## src/rtl/mbledhesi_sekuencial_if.sv

```systemverilog
// Handshake and operand/result bundle between the control unit and the
// sequential adder/subtractor.
interface mbledhesi_sekuencial_if #(
  parameter int WIDTH = 16
);
  logic             start;
  logic             sub;
  logic [WIDTH-1:0] a;
  logic [WIDTH-1:0] b;
  logic             cin;
  logic [WIDTH-1:0] sum;
  logic             cout;
  logic             ovf;
  logic             zero;
  logic             neg;
  logic             busy;
  logic             done;

  // Control unit side: issues operations, reads results and status.
  modport master (
    output start, sub, a, b, cin,
    input  sum, cout, ovf, zero, neg, busy, done
  );

  // Adder side: accepts operations, drives results and status.
  modport slave (
    input  start, sub, a, b, cin,
    output sum, cout, ovf, zero, neg, busy, done
  );
endinterface

```

## src/rtl/mbledhesi_sekuencial.sv

```systemverilog
// Multi-cycle adder/subtractor: ripples carry through the operands one
// CHUNK-bit slice per clock and reports carry, signed overflow, zero and
// negative flags through a START/BUSY/DONE handshake.
module mbledhesi_sekuencial #(
  parameter int WIDTH = 16,
  parameter int CHUNK = 4
) (
  input  logic                   i_clk,
  input  logic                   i_rst_n,
  mbledhesi_sekuencial_if.slave  bus
);

  localparam int NCHUNK = WIDTH / CHUNK;
  localparam int IDXW   = (NCHUNK > 1) ? $clog2(NCHUNK) : 1;
  localparam logic [IDXW-1:0] LAST_IDX = IDXW'(NCHUNK - 1);

  generate
    if ((CHUNK < 1) || (WIDTH < 2) || ((WIDTH % CHUNK) != 0)) begin : g_bad_params
      $error("mbledhesi_sekuencial: WIDTH must be >= 2 and a multiple of CHUNK");
    end
  endgenerate

  typedef enum logic {
    ST_IDLE = 1'b0,
    ST_RUN  = 1'b1
  } state_t;

  state_t r_state;
  state_t w_state_nxt;

  // Operands shift right by one slice per RUN cycle, so the slice being
  // processed is always the low CHUNK bits; the partial result fills from
  // the top so it is aligned once the last slice has been written.
  logic [WIDTH-1:0] r_a;
  logic [WIDTH-1:0] r_b;
  logic [WIDTH-1:0] r_res;
  logic             r_carry;
  logic [IDXW-1:0]  r_idx;

  logic [WIDTH-1:0] r_sum;
  logic             r_cout;
  logic             r_ovf;
  logic             r_zero;
  logic             r_neg;
  logic             r_busy;
  logic             r_done;

  logic             w_accept;
  logic             w_run;
  logic             w_last;
  logic [CHUNK-1:0] w_sa;
  logic [CHUNK-1:0] w_sb;
  logic [CHUNK:0]   w_slice;
  logic [WIDTH+CHUNK-1:0] w_cat;
  logic [WIDTH-1:0] w_full;
  logic             w_msb_cin;
  logic [WIDTH-1:0] w_b_in;

  assign w_sa    = r_a[CHUNK-1:0];
  assign w_sb    = r_b[CHUNK-1:0];
  assign w_slice = {1'b0, w_sa} + {1'b0, w_sb} + {{CHUNK{1'b0}}, r_carry};
  assign w_cat   = {w_slice[CHUNK-1:0], r_res};
  assign w_full  = w_cat[WIDTH+CHUNK-1:CHUNK];
  // Carry into the slice MSB recovered from that bit's own sum; only
  // meaningful (and only used) while the top slice is being processed.
  assign w_msb_cin = w_sa[CHUNK-1] ^ w_sb[CHUNK-1] ^ w_slice[CHUNK-1];
  assign w_b_in    = bus.sub ? ~bus.b : bus.b;

  // State register.
  always_ff @(posedge i_clk or negedge i_rst_n) begin
    if (!i_rst_n) begin
      r_state <= ST_IDLE;
    end else begin
      r_state <= w_state_nxt;
    end
  end

  // Next-state logic: IDLE waits for START, RUN leaves after the top slice.
  always_comb begin
    w_state_nxt = r_state;
    case (r_state)
      ST_IDLE: begin
        if (bus.start) begin
          w_state_nxt = ST_RUN;
        end else begin
          w_state_nxt = ST_IDLE;
        end
      end
      ST_RUN: begin
        if (r_idx == LAST_IDX) begin
          w_state_nxt = ST_IDLE;
        end else begin
          w_state_nxt = ST_RUN;
        end
      end
      default: w_state_nxt = ST_IDLE;
    endcase
  end

  // Datapath control strobes decoded from the current state.
  always_comb begin
    w_accept = 1'b0;
    w_run    = 1'b0;
    w_last   = 1'b0;
    case (r_state)
      ST_IDLE: begin
        w_accept = bus.start;
      end
      ST_RUN: begin
        w_run  = 1'b1;
        w_last = (r_idx == LAST_IDX);
      end
      default: begin
        w_accept = 1'b0;
      end
    endcase
  end

  // Operand capture, slice-by-slice addition and result/flag update.
  always_ff @(posedge i_clk or negedge i_rst_n) begin
    if (!i_rst_n) begin
      r_a     <= '0;
      r_b     <= '0;
      r_res   <= '0;
      r_carry <= 1'b0;
      r_idx   <= '0;
      r_sum   <= '0;
      r_cout  <= 1'b0;
      r_ovf   <= 1'b0;
      r_zero  <= 1'b0;
      r_neg   <= 1'b0;
      r_busy  <= 1'b0;
      r_done  <= 1'b0;
    end else begin
      r_done <= 1'b0;
      if (w_accept) begin
        r_a     <= bus.a;
        r_b     <= w_b_in;
        r_carry <= bus.sub ? 1'b1 : bus.cin;
        r_res   <= '0;
        r_idx   <= '0;
        r_busy  <= 1'b1;
      end else if (w_run) begin
        r_a     <= r_a >> CHUNK;
        r_b     <= r_b >> CHUNK;
        r_res   <= w_full;
        r_carry <= w_slice[CHUNK];
        r_idx   <= r_idx + IDXW'(1);
        if (w_last) begin
          r_sum  <= w_full;
          r_cout <= w_slice[CHUNK];
          r_ovf  <= w_msb_cin ^ w_slice[CHUNK];
          r_zero <= (w_full == '0);
          r_neg  <= w_full[WIDTH-1];
          r_done <= 1'b1;
          r_busy <= 1'b0;
        end else begin
          r_busy <= 1'b1;
        end
      end else begin
        r_busy <= r_busy;
      end
    end
  end

  assign bus.sum  = r_sum;
  assign bus.cout = r_cout;
  assign bus.ovf  = r_ovf;
  assign bus.zero = r_zero;
  assign bus.neg  = r_neg;
  assign bus.busy = r_busy;
  assign bus.done = r_done;

endmodule
```

## src/flat_wrapper.sv

```systemverilog
// flat-port wrapper written by rule: the top's interface ports become plain ports
module mbledhesi_sekuencial_flat 
#(
  parameter int WIDTH = 16,
  parameter int CHUNK = 4
)
  (i_clk, i_rst_n, bus_start, bus_sub, bus_a, bus_b, bus_cin, bus_sum, bus_cout, bus_ovf, bus_zero, bus_neg, bus_busy, bus_done);
  mbledhesi_sekuencial_if #(.WIDTH(WIDTH)) bus_i ();
  input  logic i_clk;
  input  logic i_rst_n;
  input wire logic [$bits(bus_i.start)-1:0] bus_start;
  input wire logic [$bits(bus_i.sub)-1:0] bus_sub;
  input wire logic [$bits(bus_i.a)-1:0] bus_a;
  input wire logic [$bits(bus_i.b)-1:0] bus_b;
  input wire logic [$bits(bus_i.cin)-1:0] bus_cin;
  output wire logic [$bits(bus_i.sum)-1:0] bus_sum;
  output wire logic [$bits(bus_i.cout)-1:0] bus_cout;
  output wire logic [$bits(bus_i.ovf)-1:0] bus_ovf;
  output wire logic [$bits(bus_i.zero)-1:0] bus_zero;
  output wire logic [$bits(bus_i.neg)-1:0] bus_neg;
  output wire logic [$bits(bus_i.busy)-1:0] bus_busy;
  output wire logic [$bits(bus_i.done)-1:0] bus_done;
  assign bus_i.start = bus_start;
  assign bus_i.sub = bus_sub;
  assign bus_i.a = bus_a;
  assign bus_i.b = bus_b;
  assign bus_i.cin = bus_cin;
  assign bus_sum = bus_i.sum;
  assign bus_cout = bus_i.cout;
  assign bus_ovf = bus_i.ovf;
  assign bus_zero = bus_i.zero;
  assign bus_neg = bus_i.neg;
  assign bus_busy = bus_i.busy;
  assign bus_done = bus_i.done;
  mbledhesi_sekuencial #(.WIDTH(WIDTH), .CHUNK(CHUNK)) u_core (.i_clk(i_clk), .i_rst_n(i_rst_n), .bus(bus_i));
endmodule
```

## config.mk

```make
export PLATFORM = sky130hd
export DESIGN_NAME = mbledhesi_sekuencial_flat
export DESIGN_NICKNAME = d
export VERILOG_FILES = /design/src/rtl/mbledhesi_sekuencial_if.sv /design/src/rtl/mbledhesi_sekuencial.sv /design/src/flat_wrapper.sv
export SDC_FILE = /design/constraint.sdc
export NUM_CORES = 1
export LEC_CHECK = 0
export BUFFER_PORTS_ARGS = -buffer_cell sky130_fd_sc_hd__buf_2
export CAP_MARGIN = 20
export CORE_MARGIN = 3
export CORE_UTILIZATION = 47
export CTS_CLUSTER_SIZE = 12
export DETAILED_ROUTE_END_ITERATION = 10
export GPL_ROUTABILITY_DRIVEN = 0
export PLACE_DENSITY = 0.69
export SLEW_MARGIN = 20
export SYNTH_ARGS = -nofsm -noshare
export SYNTH_HDL_FRONTEND = slang
export SYNTH_SLANG_ARGS = --single-unit
```

## constraint.sdc

```tcl
create_clock -name i_clk -period 3.5 [get_ports i_clk]
set_input_delay 0.7 -clock i_clk [delete_from_list [all_inputs] [get_ports i_clk]]
set_output_delay 0.7 -clock i_clk [all_outputs]
set_load 0.1 [all_outputs]
```

# Word-level counts from Yosys, hierarchy flattened

Index checks and enable logic that the tools add are counted.

Bits in registers: 74
Bits in latches: 0
Memory bits (writable): 0
Memory bits (read-only): 0
Input bits: 37
Output and inout bits: 22
Word-level logic and storage cells: 50
Memories: 0

Add/sub/neg operators: 3
$mul: 0
Div/mod/pow operators: 0
$lt $le $gt $ge: 0
Equality and inequality tests: 1
Shifts and indexed selects: 0
Mux-type cells: 24
Bitwise gates (word level): 6
Reductions and logical operators: 3

Operators by type and width:

| operator                                                       | count |
|---|---|
| 16-bit 2-to-1 mux                                              | 7 |
| 16-bit logical NOT                                             | 1 |
| 16-bit NOT                                                     | 1 |
| 1-bit 2-to-1 mux                                               | 14 |
| 4-bit by 4-bit adder with 5-bit output                         | 1 |
| 5-bit by 1-bit adder with 5-bit output                         | 1 |
| 2-bit 2-to-1 mux                                               | 2 |
| 3-bit AND reduction                                            | 1 |
| 1-bit bitwise XOR                                              | 3 |
| 2-bit by 1-bit adder with 2-bit output (second input constant) | 1 |
| 2-bit equality test (second input constant)                    | 1 |
| 1-bit NOT                                                      | 2 |
| 1-bit case mux with 2 select lines                             | 1 |
| 2-bit nonzero test                                             | 1 |

# Longest topological paths before layout

Gate-level depths: netlist of run 1.

Depth after elaboration: 5
Mapped depth: 6
Gate-level depth less buffers: 6

# Worst setup path before layout of run 1

Ideal clock, no wire load.

Path type: flip-flop to output port
Start: register u_core.bus.neg (netlist name)
End: output bus_sum[15]
Data arrival time: 1337 ps
Data required time: 2800 ps
Slack: 1463 ps
Cell stages (with the launch flop): 2
Path buffers: 1
Cells stage by stage: dfrtp_1 -> buf_4

RTL lines:

| element          | line               | source |
|---|---|---|
| end: declaration | flat_wrapper.sv:16 | `output wire logic [$bits(bus_i.sum)-1:0] bus_sum;` |

# Worst setup path in the final report of run 1

Start: register u_core.r_carry
End: register u_core.r_ovf, in the netlist u_core.bus.ovf

Word-level cells in the longest chain between the ends: 3

Ends and longest elaborated chain:

| element                                    | line                        | source |
|---|---|---|
| start: declaration                         | mbledhesi_sekuencial.sv:37  | `logic r_carry;` |
| start signal: assignment                   | mbledhesi_sekuencial.sv:139 | `r_carry <= bus.sub ? 1'b1 : bus.cin;` |
| start signal: assignment                   | mbledhesi_sekuencial.sv:147 | `r_carry <= w_slice[CHUNK];` |
| 5-bit by 1-bit adder with 5-bit output (*) | mbledhesi_sekuencial.sv:61  | `assign w_slice = {1'b0, w_sa} + {1'b0, w_sb} + {{CHUNK{1'b0}}, r_carry};` |
| 1-bit bitwise XOR                          | mbledhesi_sekuencial.sv:66  | `assign w_msb_cin = w_sa[CHUNK-1] ^ w_sb[CHUNK-1] ^ w_slice[CHUNK-1];` |
| 1-bit bitwise XOR (*)                      | mbledhesi_sekuencial.sv:152 | `r_ovf <= w_msb_cin ^ w_slice[CHUNK];` |
| end signal: assignment                     | mbledhesi_sekuencial.sv:152 |  |
| end: declaration                           | mbledhesi_sekuencial.sv:42  | `logic r_ovf;` |

Mark *: on every way between the ends. The rest lies on a longest branch, timed or not.
A chain may end at the register's enable or synchronous reset.

==> run metrics, run 1 <==
status=finished clean; Routed WL=5.70 mm; Rows=28; critical path class=register to register; Combinational Power Share=0.458; Cell Count Post-Placement=390; Synth Register Bits=69; main combinational cell family by area after synthesis=compound AO/OA/AOI/OAI gates; cell area power density=1030 nW/µm²; Die H=87.1 µm; drc violations=0; vias=2075; Area contributors post-synth=dfrtp_1 (56%), o21ai_0 (6.6%), mux2_2 (5.5%); post-CTS sizing=0; Yosys warnings=0; largest area contributor in the netlist=dfrtp_1; Compound-Gate Fraction of Synth Area=0.126; core area=6130 µm²; area of the multi-input gates=1250 µm²; Avg Vias per Cell=5.12; Slew HR=0.342; max-cap violation count=0; Max Clock Freq=497 MHz; H-tree lvl count=3; cells after synthesis=273; Layout Cells excl Fill=405; # setup viols final=0; setup TNS=0 ns; Area growth syn-to-layout=16.5%; post-detail-place hpwl=4.06 mm; Mean Syn Cell Area=11.3 µm²; proportion of synthesized area in mux cells=0.106; WHS=0.317 ns; n_diodes=0; Hold Crit Class=input pin to async pin; Startpoint Class=register; largest net degree at the start of global routing=68; gr usage total=0.167; Yosys cell types=28; Mapped Area=3090 µm²; fin crit period=2.01 ns; CTS clk-pin slew, worst paths=0.07 ns; Clock Root Buffer=clkbuf_8; crit path DAT=2.23 ns; sequential fraction of the synthesis area=0.558; switching part of the total=0.462; Leakage=1.76 nW; Starting Density=0.505; setup bufs post-CTS=0; post-synth top area share=0.558; Clk pwr share=0.182; nets=369; Critical Path Sink Type=register; clk_lat worst skew=0.33 ns; I/O Buffers=58; Layout Skew=0.00784 ns; Hold-fix buffers, CTS=0; GRT overflow=0; Slew @ Worst Pin=0.983 ns; worst-case clock buffer depth=2; initial drt markers=65; drt first pass iters=4; Tcrit/Tclk final=0.575; IO Pins=59; clk sinks=69; Detail Route Antenna Nets=0; fill cell total of the finished layout=519; global-route wire length before repair=9.86 mm; Critical Path RT=3.72 ns; antenna violations before repair=0; Simple-Gate Fraction of Synth Area=0.0886; Seq pwr share=0.360; maximum vdd drop=0.865 mV; Final Hold Fails=0; CTS tree=done; Synth Area in XOR/XNOR=0.0538; Die W=87.1 µm; CTS buffer count=9; synthesized-area fraction occupied by adder cells=0.0291; RSZ-0062 raised after global routing=false; FF+latch area=1730 µm²; Crit Path Max Fanout=3; Psw=1.71 mW; Net Count, Synth=316; Routed wire per std cell=14.1 µm; internal power=2.00 mW; die area=7590 µm²; Slew Limit Fails=0; vias in the first global route=2092; fraction of layout cells with a size suffix above 1=0.294
[power by group through the flow]
stage	logic (mW)	registers [mW]	clock network (mW)
after global placement	1.69	1.34	0
after floorplan	0.775	1.98	0
after global routing	1.83	1.38	0.725
after detailed placement	1.72	1.36	0
final	1.70	1.34	0.675
after CTS	1.72	1.34	0.691
[routing by layer]
metal  GRT usage  up-vias  part of all wire
met5           0        -                 0
met4      0.0544        0             0.013
met3      0.0388       13             0.050
met2       0.268       42              0.47
met1       0.223      969              0.47
li1            -     1051                 -
[kinds of logic (layout without fill, tap and decap cells)]
group,Yosys count,count (layout)
compound gates,64,64
simple gates,62,62
flops,69,69
xor+xnor,19,19
buf+inv,22,79
mux,31,31
fa+ha+maj,6,6
[cell usage after synthesis, drive strengths merged]
cell type and number:
or4 1, buf 9, nand4 1, mux2i 16, a211oi 4, a21oi 2
inv 2, a21o 2, nor4 3, a22o 12, o211ai 1, nand2 44
dfrtp 69, o21ai 43, nor2 12, xnor2 19, nor3 1, fa 2
clkbuf 11, mux2 15, ha 4
[sequential cells by signal, summed over array words and instances (netlist names)]
name             cells
u_core.bus.busy      1
u_core.bus.cout      1
u_core.r_idx         2
u_core.r_carry       1
u_core.r_res        12
u_core.r_b          16
u_core.bus.sum      15
u_core.r_state       1
u_core.bus.neg       1
u_core.bus.done      1
u_core.r_a          16
u_core.bus.ovf       1
u_core.bus.zero      1
[placed cells by master, fill, tap and decap left out, types with 2 or more instances in the layout]
cell type	count
dfrtp_1	68
buf_2	58
o21ai_1	2
nand2_1	43
a21o_1	2
bufinv_16	2
mux2i_1	16
o21ai_0	41
nor2_1	12
a211oi_1	4
mux2_2	15
a22o_1	10
xnor2_1	19
inv_1	2
clkbuf_1	2
nor4_1	2
clkbuf_8	9
buf_4	4
a22o_2	2
fa_1	2
ha_1	4
[worst paths after layout]
kind / from / end / slack [ns] / cells past startpoint
min in group i_clk: u_core.r_b[9] / u_core.r_b[5] / 0.48 / 2
max reg2reg: u_core.r_carry / u_core.bus.ovf / 1.49 / 6
max in group asynchronous: i_rst_n / u_core.r_b[6] / 2.42 / 2
min: i_rst_n / u_core.bus.sum[1] / 0.32 / 1
min reg2reg: u_core.r_b[9] / u_core.r_b[5] / 0.48 / 2
max: u_core.r_carry / u_core.bus.ovf / 1.49 / 6
[cell type report]
| type | instances | area share |
|---|---|---|
| clock inverter | 4 | 0.0205 |
| sequential | 69 | 0.480 |
| multi-input combinational | 182 | 0.347 |
| inverter | 2 | 0.00208 |
| clock buffer | 11 | 0.0365 |
| tap | 75 | 0.0260 |
| timing repair buffer | 62 | 0.0889 |
[per-stage QoR]
step	power, mW	instance area, µm²	worst slack (ns)	util
floorplan	2.75	3090	1.46	-
CTS	3.75	3600	1.47	0.588
global placement	3.03	3400	1.51	0.554
finish	3.71	3600	1.49	0.588
global route	3.94	3600	1.31	0.588
detailed placement	3.07	3400	1.49	0.554
[worst max-delay path: stages, from the launching register on]
cell	delay (ns)
dfrtp_1	0.40
fa_1	0.47
fa_1	0.42
a21o_1	0.17
a21oi_1	0.23
xnor2_1	0.15
o21ai_1	0.07
Power figures use the tool's default switching activity.
==> run 2: changes to the inputs <==
ABC_AREA = 1   (was unset)
PLACE_DENSITY = 0.7   (was 0.69)
clock period = 1.9 ns   (was 3.5 ns; I/O delays follow)
==> run 2 against run 1 <==
  * Critical path depth increased by 2
  * Cell area increased by 0.21%
  * Maximum frequency increased by 13%
  * Largest power group unchanged
  * Highest routed layer unchanged
==> run metrics, run 2 <==
status=finished clean; Leakage=1.75 nW (-0.68%); WHS=0.0503 ns (-0.267 ns); Mapped Area=3070 µm² (-0.69%); CTS tree=done; vias in the first global route=2187 (+4.5%); GRT overflow=0 (unchanged); max-cap violation count=0 (unchanged); main combinational cell family by area after synthesis=compound AO/OA/AOI/OAI gates; Layout Skew=0.00639 ns (-0.00144 ns); IO Pins=59 (unchanged); internal power=3.44 mW (+72%); nets=407 (+10%); FF-to-FF setup slack=0.12 ns (-1.37 ns); Critical Path Sink Type=register; worst-case clock buffer depth=2 (unchanged); # setup viols final=0 (unchanged); Hold-fix buffers, CTS=0 (unchanged); Rows=28 (unchanged); Crit Path Max Fanout=3 (unchanged); reg2reg start=u_core.r_a[0]; I/O Buffers=58 (unchanged); CTS buffer count=9 (unchanged); Compound-Gate Fraction of Synth Area=0.159 (+0.0334); Slew Limit Fails=0 (unchanged); Slew HR=0.676 (+0.334); Most used DFF post-synth=dfrtp_1; Synth Register Bits=69 (unchanged); drt first pass iters=4 (unchanged); cell area power density=1880 nW/µm² (+82%); Synth Area in XOR/XNOR=0.0456 (-0.00818); cells after synthesis=304 (+11%); Area contributors post-synth=dfrtp_1 (56%), nand2_1 (7.6%), o21ai_0 (4.6%); antenna violations before repair=0 (unchanged); Simple-Gate Fraction of Synth Area=0.127 (+0.0389); switching part of the total=0.493 (+0.0314); Seq pwr share=0.351 (-0.009); Net Count, Synth=347 (+9.8%); CTS clk-pin slew, worst paths=0.07 ns (about the same); Critical Path RT=2.13 ns (-1.59 ns); Startpoint Class=register; n_diodes=0 (unchanged); Clk pwr share=0.171 (-0.011); Layout Cells excl Fill=444 (+9.6%); Max Clock Freq=561 MHz (+13%); Yosys cell types=30 (+7.1%); Final Cell Area=3610 µm² (+0.21%); Slew @ Worst Pin=0.489 ns (-0.494 ns); clk sinks=69 (unchanged); die area=7540 µm² (-0.64%); most frequent cell after synthesis=dfrtp_1; Clock Root Buffer=clkbuf_8; most frequent cells in the layout=dfrtp_1 (69), nand2_1 (62), buf_2 (58), inv_1 (28), o21ai_0 (28); commonest non-fill, non-tap cell in the layout=dfrtp_1; EDFF count, synth=0 (unchanged); Detail Route Antenna Nets=0 (unchanged); reg2reg end=u_core.bus.ovf; commonest cells in the netlist=dfrtp_1 (69), nand2_1 (62), inv_1 (28), o21ai_0 (28), xnor2_1 (16); proportion of synthesized area in mux cells=0 (-0.106); Starting Density=0.501 (-0.00347); clk_lat worst skew=0.33 ns (about the same); H-tree lvl count=3 (unchanged); Die H=86.9 µm (-0.32%); core area=6130 µm² (unchanged); largest area contributor in the netlist=dfrtp_1; vias=2249 (+8.4%); initial drt markers=102 (+57%); Tcrit/Tclk final=0.939 (+0.364); fraction of layout cells with a size suffix above 1=0.260 (-0.0338); fin crit period=1.78 ns (-0.227 ns); Psw=3.34 mW (+95%); placed cell areas=3400 µm² (+0.15%); Cell Count Post-Placement=427 (+9.5%); Combinational Power Share=0.478 (+0.020); largest net degree at the start of global routing=70 (+2.9%); Mean Syn Cell Area=10.1 µm² (-11%); post-detail-place hpwl=4.17 mm (+2.9%); maximum vdd drop=1.35 mV (+56%); Area growth syn-to-layout=17.5%; global-route wire length before repair=10.2 mm (+3.9%); drc violations=0 (unchanged); Die W=86.9 µm (-0.32%); Yosys warnings=0 (unchanged); FFs w/ async S/R, synth=1.00 (unchanged); crit path DAT=2.01 ns (-0.22 ns); Hold Crit Class=input pin to async pin; synthesized-area fraction occupied by adder cells=0.0293 (+0.000202); post-synth top area share=0.562 (+0.00386); Avg Vias per Cell=5.07 (-1.1%); critical path class=register to register; Final Hold Fails=0 (unchanged); Routed wire per std cell=13.6 µm (-3.7%); gr usage total=0.174 (+0.00779); R2R depth=8 (+2); sequential fraction of the synthesis area=0.562 (+0.00386); Routed WL=6.02 mm (+5.6%)
## run 2: cell count changes in the layout (fill, tap and decap cells not counted), sizes merged, moves of 12 or more
| cell | change |
|---|---|
| a22oi | +12 |
| inv | +29 |
| mux2 | -15 |
| mux2i | -16 |
| nand2 | +20 |
## run 2: per-layer routing
metal | share of wire | track usage | vias to the layer above
met1 | 0.47 | 0.241 | 1033
met4 | 0.014 | 0.0666 | 0
met5 | 0 | 0 | -
li1 | - | - | 1136
met2 | 0.46 | 0.269 | 70
met3 | 0.058 | 0.0388 | 10
## run 2: what timing repair did
item,4_1_cts,5_1_grt
cloned,0,0
pin swaps,0,2
endpoints found under the setup margin,2,3
setup buffers,0,1
gates resized for setup,2,1
## run 2: power by group through the flow
stage	clock [mW]	combinational [mW]	sequential [mW]
after global routing	1.24	3.50	2.45
after floorplan	0	1.39	3.63
after global placement	0	3.19	2.38
after CTS	1.18	3.25	2.38
after detailed placement	0	3.24	2.40
final	1.16	3.24	2.38
## run 2: per-stage QoR
stage               TNS (ns)  setup slack (ns)  total power, mW  utilization
global placement           0           0.00525             5.57        0.555
CTS                        0            0.0640             6.81        0.587
global route        -0.00186          -0.00186             7.18        0.589
finish                     0             0.116             6.77        0.589
detailed placement   -0.0755           -0.0397             5.63        0.555
floorplan                  0            0.0960             5.02            -
## run 2: final cells by class
class	instances	area (µm²)
fill	531	2520
tap	75	93.8
inverter	31	124
clock buffer	11	141
timing repair buffer	65	355
multi-input combinational	188	1120
sequential	69	1730
clock inverter	5	50.0
## run 2: cells by family (layout without fill, tap and decap cells)
family | Yosys count | count (layout)
buffers and inverters | 47 | 112
XOR/XNOR | 16 | 16
AND/OR/NAND/NOR | 91 | 91
adder cells (fa/ha/maj) | 6 | 6
flip-flops | 69 | 69
AO/OA/AOI/OAI | 75 | 75
## run 2: critical path: stages (launching register included)
cell,delay [ns]
dfrtp_1,0.41
fa_2,0.41
fa_2,0.35
nand2_1,0.08
nand2_1,0.07
a21oi_2,0.17
nand2_1,0.09
nand2_1,0.07
nand2_1,0.04
## run 2: worst max-delay path by stage
stage / endpoint / depth (start not counted) / start
2_1_floorplan: u_core.bus.ovf / 8 / u_core.r_carry
3_3_place_gp: u_core.bus.ovf / 8 / u_core.r_carry
3_5_place_dp: u_core.bus.ovf / 8 / u_core.r_carry
4_1_cts: u_core.bus.ovf / 8 / u_core.r_carry
5_1_grt: u_core.bus.ovf / 8 / u_core.r_a[0]
6_report: u_core.bus.ovf / 8 / u_core.r_a[0]
==> run 3: changes to the inputs <==
RECOVER_POWER = 50   (was unset)
==> run 3 against run 2 <==
  * The run now ends with max-capacitance violations, max-slew violations left
  * Sequential cell count unchanged
  * Clock skew barely moved
  * Die area stayed put
  * Via count is 0.13% higher
  * Global-route usage did not move
==> run metrics, run 3 (synthesis gave the netlist of run 2 again) <==
I/O Buffers=58 (unchanged); Hold-fix buffers, CTS=0 (unchanged); Tcrit/Tclk final=0.939 (about the same); Hold Crit Class=input pin to register; Clock Root Buffer=clkbuf_8; gr usage total=0.174 (unchanged); Detail Route Antenna Nets=0 (unchanged); Core Util, Final=0.587 (-0.00245); vias in the first global route=2187 (unchanged); Critical Path Max Stage Delay=0.41 ns (about the same); crit path DAT=2.01 ns (about the same); reg2reg start=u_core.r_a[0]; Crit Path Max Fanout=3 (unchanged); Worst Hold Path EP=u_core.r_a[11]; core area=6130 µm² (unchanged); Starting Density=0.501 (unchanged); post-route setup slack=0.116 ns (+0.0000200 ns); Critical Path Slowest Stage Cell=dfrtp_1; hold_sp=bus_a[11]; antenna violations before repair=0 (unchanged); R2R depth=8 (unchanged); IO Pins=59 (unchanged); most frequent cells in the layout=dfrtp_1 (69), nand2_1 (62), buf_2 (58), inv_1 (28), o21ai_0 (28); Critical Path RT=2.13 ns (about the same); Leakage=1.74 nW (-0.30%); Final Hold Fails=0 (unchanged); post-detail-place hpwl=4.17 mm (unchanged); worst path bufs/invs=0 (unchanged); critical path class=register to register; nets=407 (unchanged); die area=7540 µm² (unchanged); setup TNS=0 ns (unchanged); CTS clk-pin slew, worst paths=0.07 ns (about the same); Crit path max-delay family=adder cells; drc violations=0 (unchanged); FF-to-FF setup slack=0.12 ns (about the same); clk_lat worst skew=0.33 ns (about the same); max-cap violation count=1 (+1); # setup viols final=0 (unchanged); Routed WL=6.02 mm (about the same); Rows=28 (unchanged); Die H=86.9 µm (unchanged); largest net degree at the start of global routing=70 (unchanged); status=complete, but fails checks; Slew Limit Fails=70 (+70); Max Clock Freq=561 MHz (about the same); H-tree lvl count=3 (unchanged); vias=2252 (+0.13%); crit-path most repeated cell=nand2_1; reg2reg end=u_core.bus.ovf; fraction of layout cells with a size suffix above 1=0.260 (unchanged); worst-case clock buffer depth=2 (unchanged); CTS buffer count=9 (unchanged); CP Cell Sequence=fa_2 -> fa_2 -> nand2_1 -> nand2_1 -> a21oi_2 -> nand2_1 -> nand2_1 -> nand2_1; Setup WS pre-CTS=-0.0397 ns (unchanged); Slew @ Worst Pin=1.64 ns (+1.15 ns); initial drt markers=102 (unchanged); Critical Path Sink Type=register; drt first pass iters=4 (unchanged); PnR Total Power=6.77 mW (about the same); Avg Vias per Cell=5.07 (+0.13%); Slew HR=-0.0908 (-0.767); Layout Skew=0.00615 ns (-0.000244 ns); Startpoint Class=register; global-route wire length before repair=10.2 mm (unchanged); Cell Count Post-Placement=427 (unchanged); Area growth syn-to-layout=17.0%; Hold Path Depth=3; Die W=86.9 µm (unchanged); Routed wire per std cell=13.5 µm (about the same); violated checks=max-capacitance violations, max-slew violations; fin crit period=1.78 ns (-0.0000200 ns); GRT overflow=0 (unchanged); cell area power density=1880 nW/µm² (+0.35%); commonest non-fill, non-tap cell in the layout=dfrtp_1; maximum vdd drop=1.35 mV (about the same); CTS tree=done; n_diodes=0 (unchanged); clk sinks=69 (unchanged); Layout Cells excl Fill=444 (unchanged)
==> run 3: layout make-up <==
cell class                 count  area (µm²)
fill                         533        2530
inverter                      31         124
clock buffer                  11         141
timing repair buffer          65         340
tap                           75        93.8
clock inverter                 5        50.0
sequential                    69        1730
multi-input combinational    188        1120
==> run 3: per-layer routing <==
metal / global-route usage / part of all wire / wire length, µm
met1: 0.241 / 0.47 / 2820
met2: 0.269 / 0.46 / 2760
met3: 0.0388 / 0.058 / 351
met4: 0.0666 / 0.014 / 87
met5: 0 / 0 / 0
==> run 3: how the worst max path moves through the flow <==
stage / from / endpoint / slack [ns] / cells after the start
2_1_floorplan: u_core.r_carry / u_core.bus.ovf / 0.1 / 8
3_3_place_gp: u_core.r_carry / u_core.bus.ovf / 0.005 / 8
3_5_place_dp: u_core.r_carry / u_core.bus.ovf / -0.04 / 8
4_1_cts: u_core.r_carry / u_core.bus.ovf / 0.06 / 8
5_1_grt: i_rst_n / u_core.r_b[1] / -0.002 / 2
6_report: u_core.r_a[0] / u_core.bus.ovf / 0.12 / 8
==> run 3: worst reg2reg max path, delay by kind of cell (launching register included) <==
family,cells,cell delay (ns)
adders and majority gates,2,0.76
DFF,1,0.41
and+or+nand+nor,5,0.35
AOI/OAI and AO/OA,1,0.17
==> run 3: report_power, final <==
part | total, mW | internal [mW] | switching (mW)
clock network | 1.16 | 0.634 | 0.527
logic | 3.23 | 0.775 | 2.46
registers | 2.37 | 2.02 | 0.352
==> run 3: timing repair <==
| item | 4_1_cts | 5_1_grt |
|---|---|---|
| setup endpoints to repair | 2 | 3 |
| pin swaps | 0 | 2 |
| resized for setup | 2 | 1 |
| setup buffers | 0 | 1 |
==> run 3: per-stage QoR <==
stage / cell area [µm²] / hold WS, ns
6_report: 3600 / 0.257
5_1_grt: 3600 / 0.262
4_1_cts: 3600 / 0.0714
3_5_place_dp: 3400 / 0.429
3_3_place_gp: 3400 / 0.429
2_1_floorplan: 3070 / 0.0844
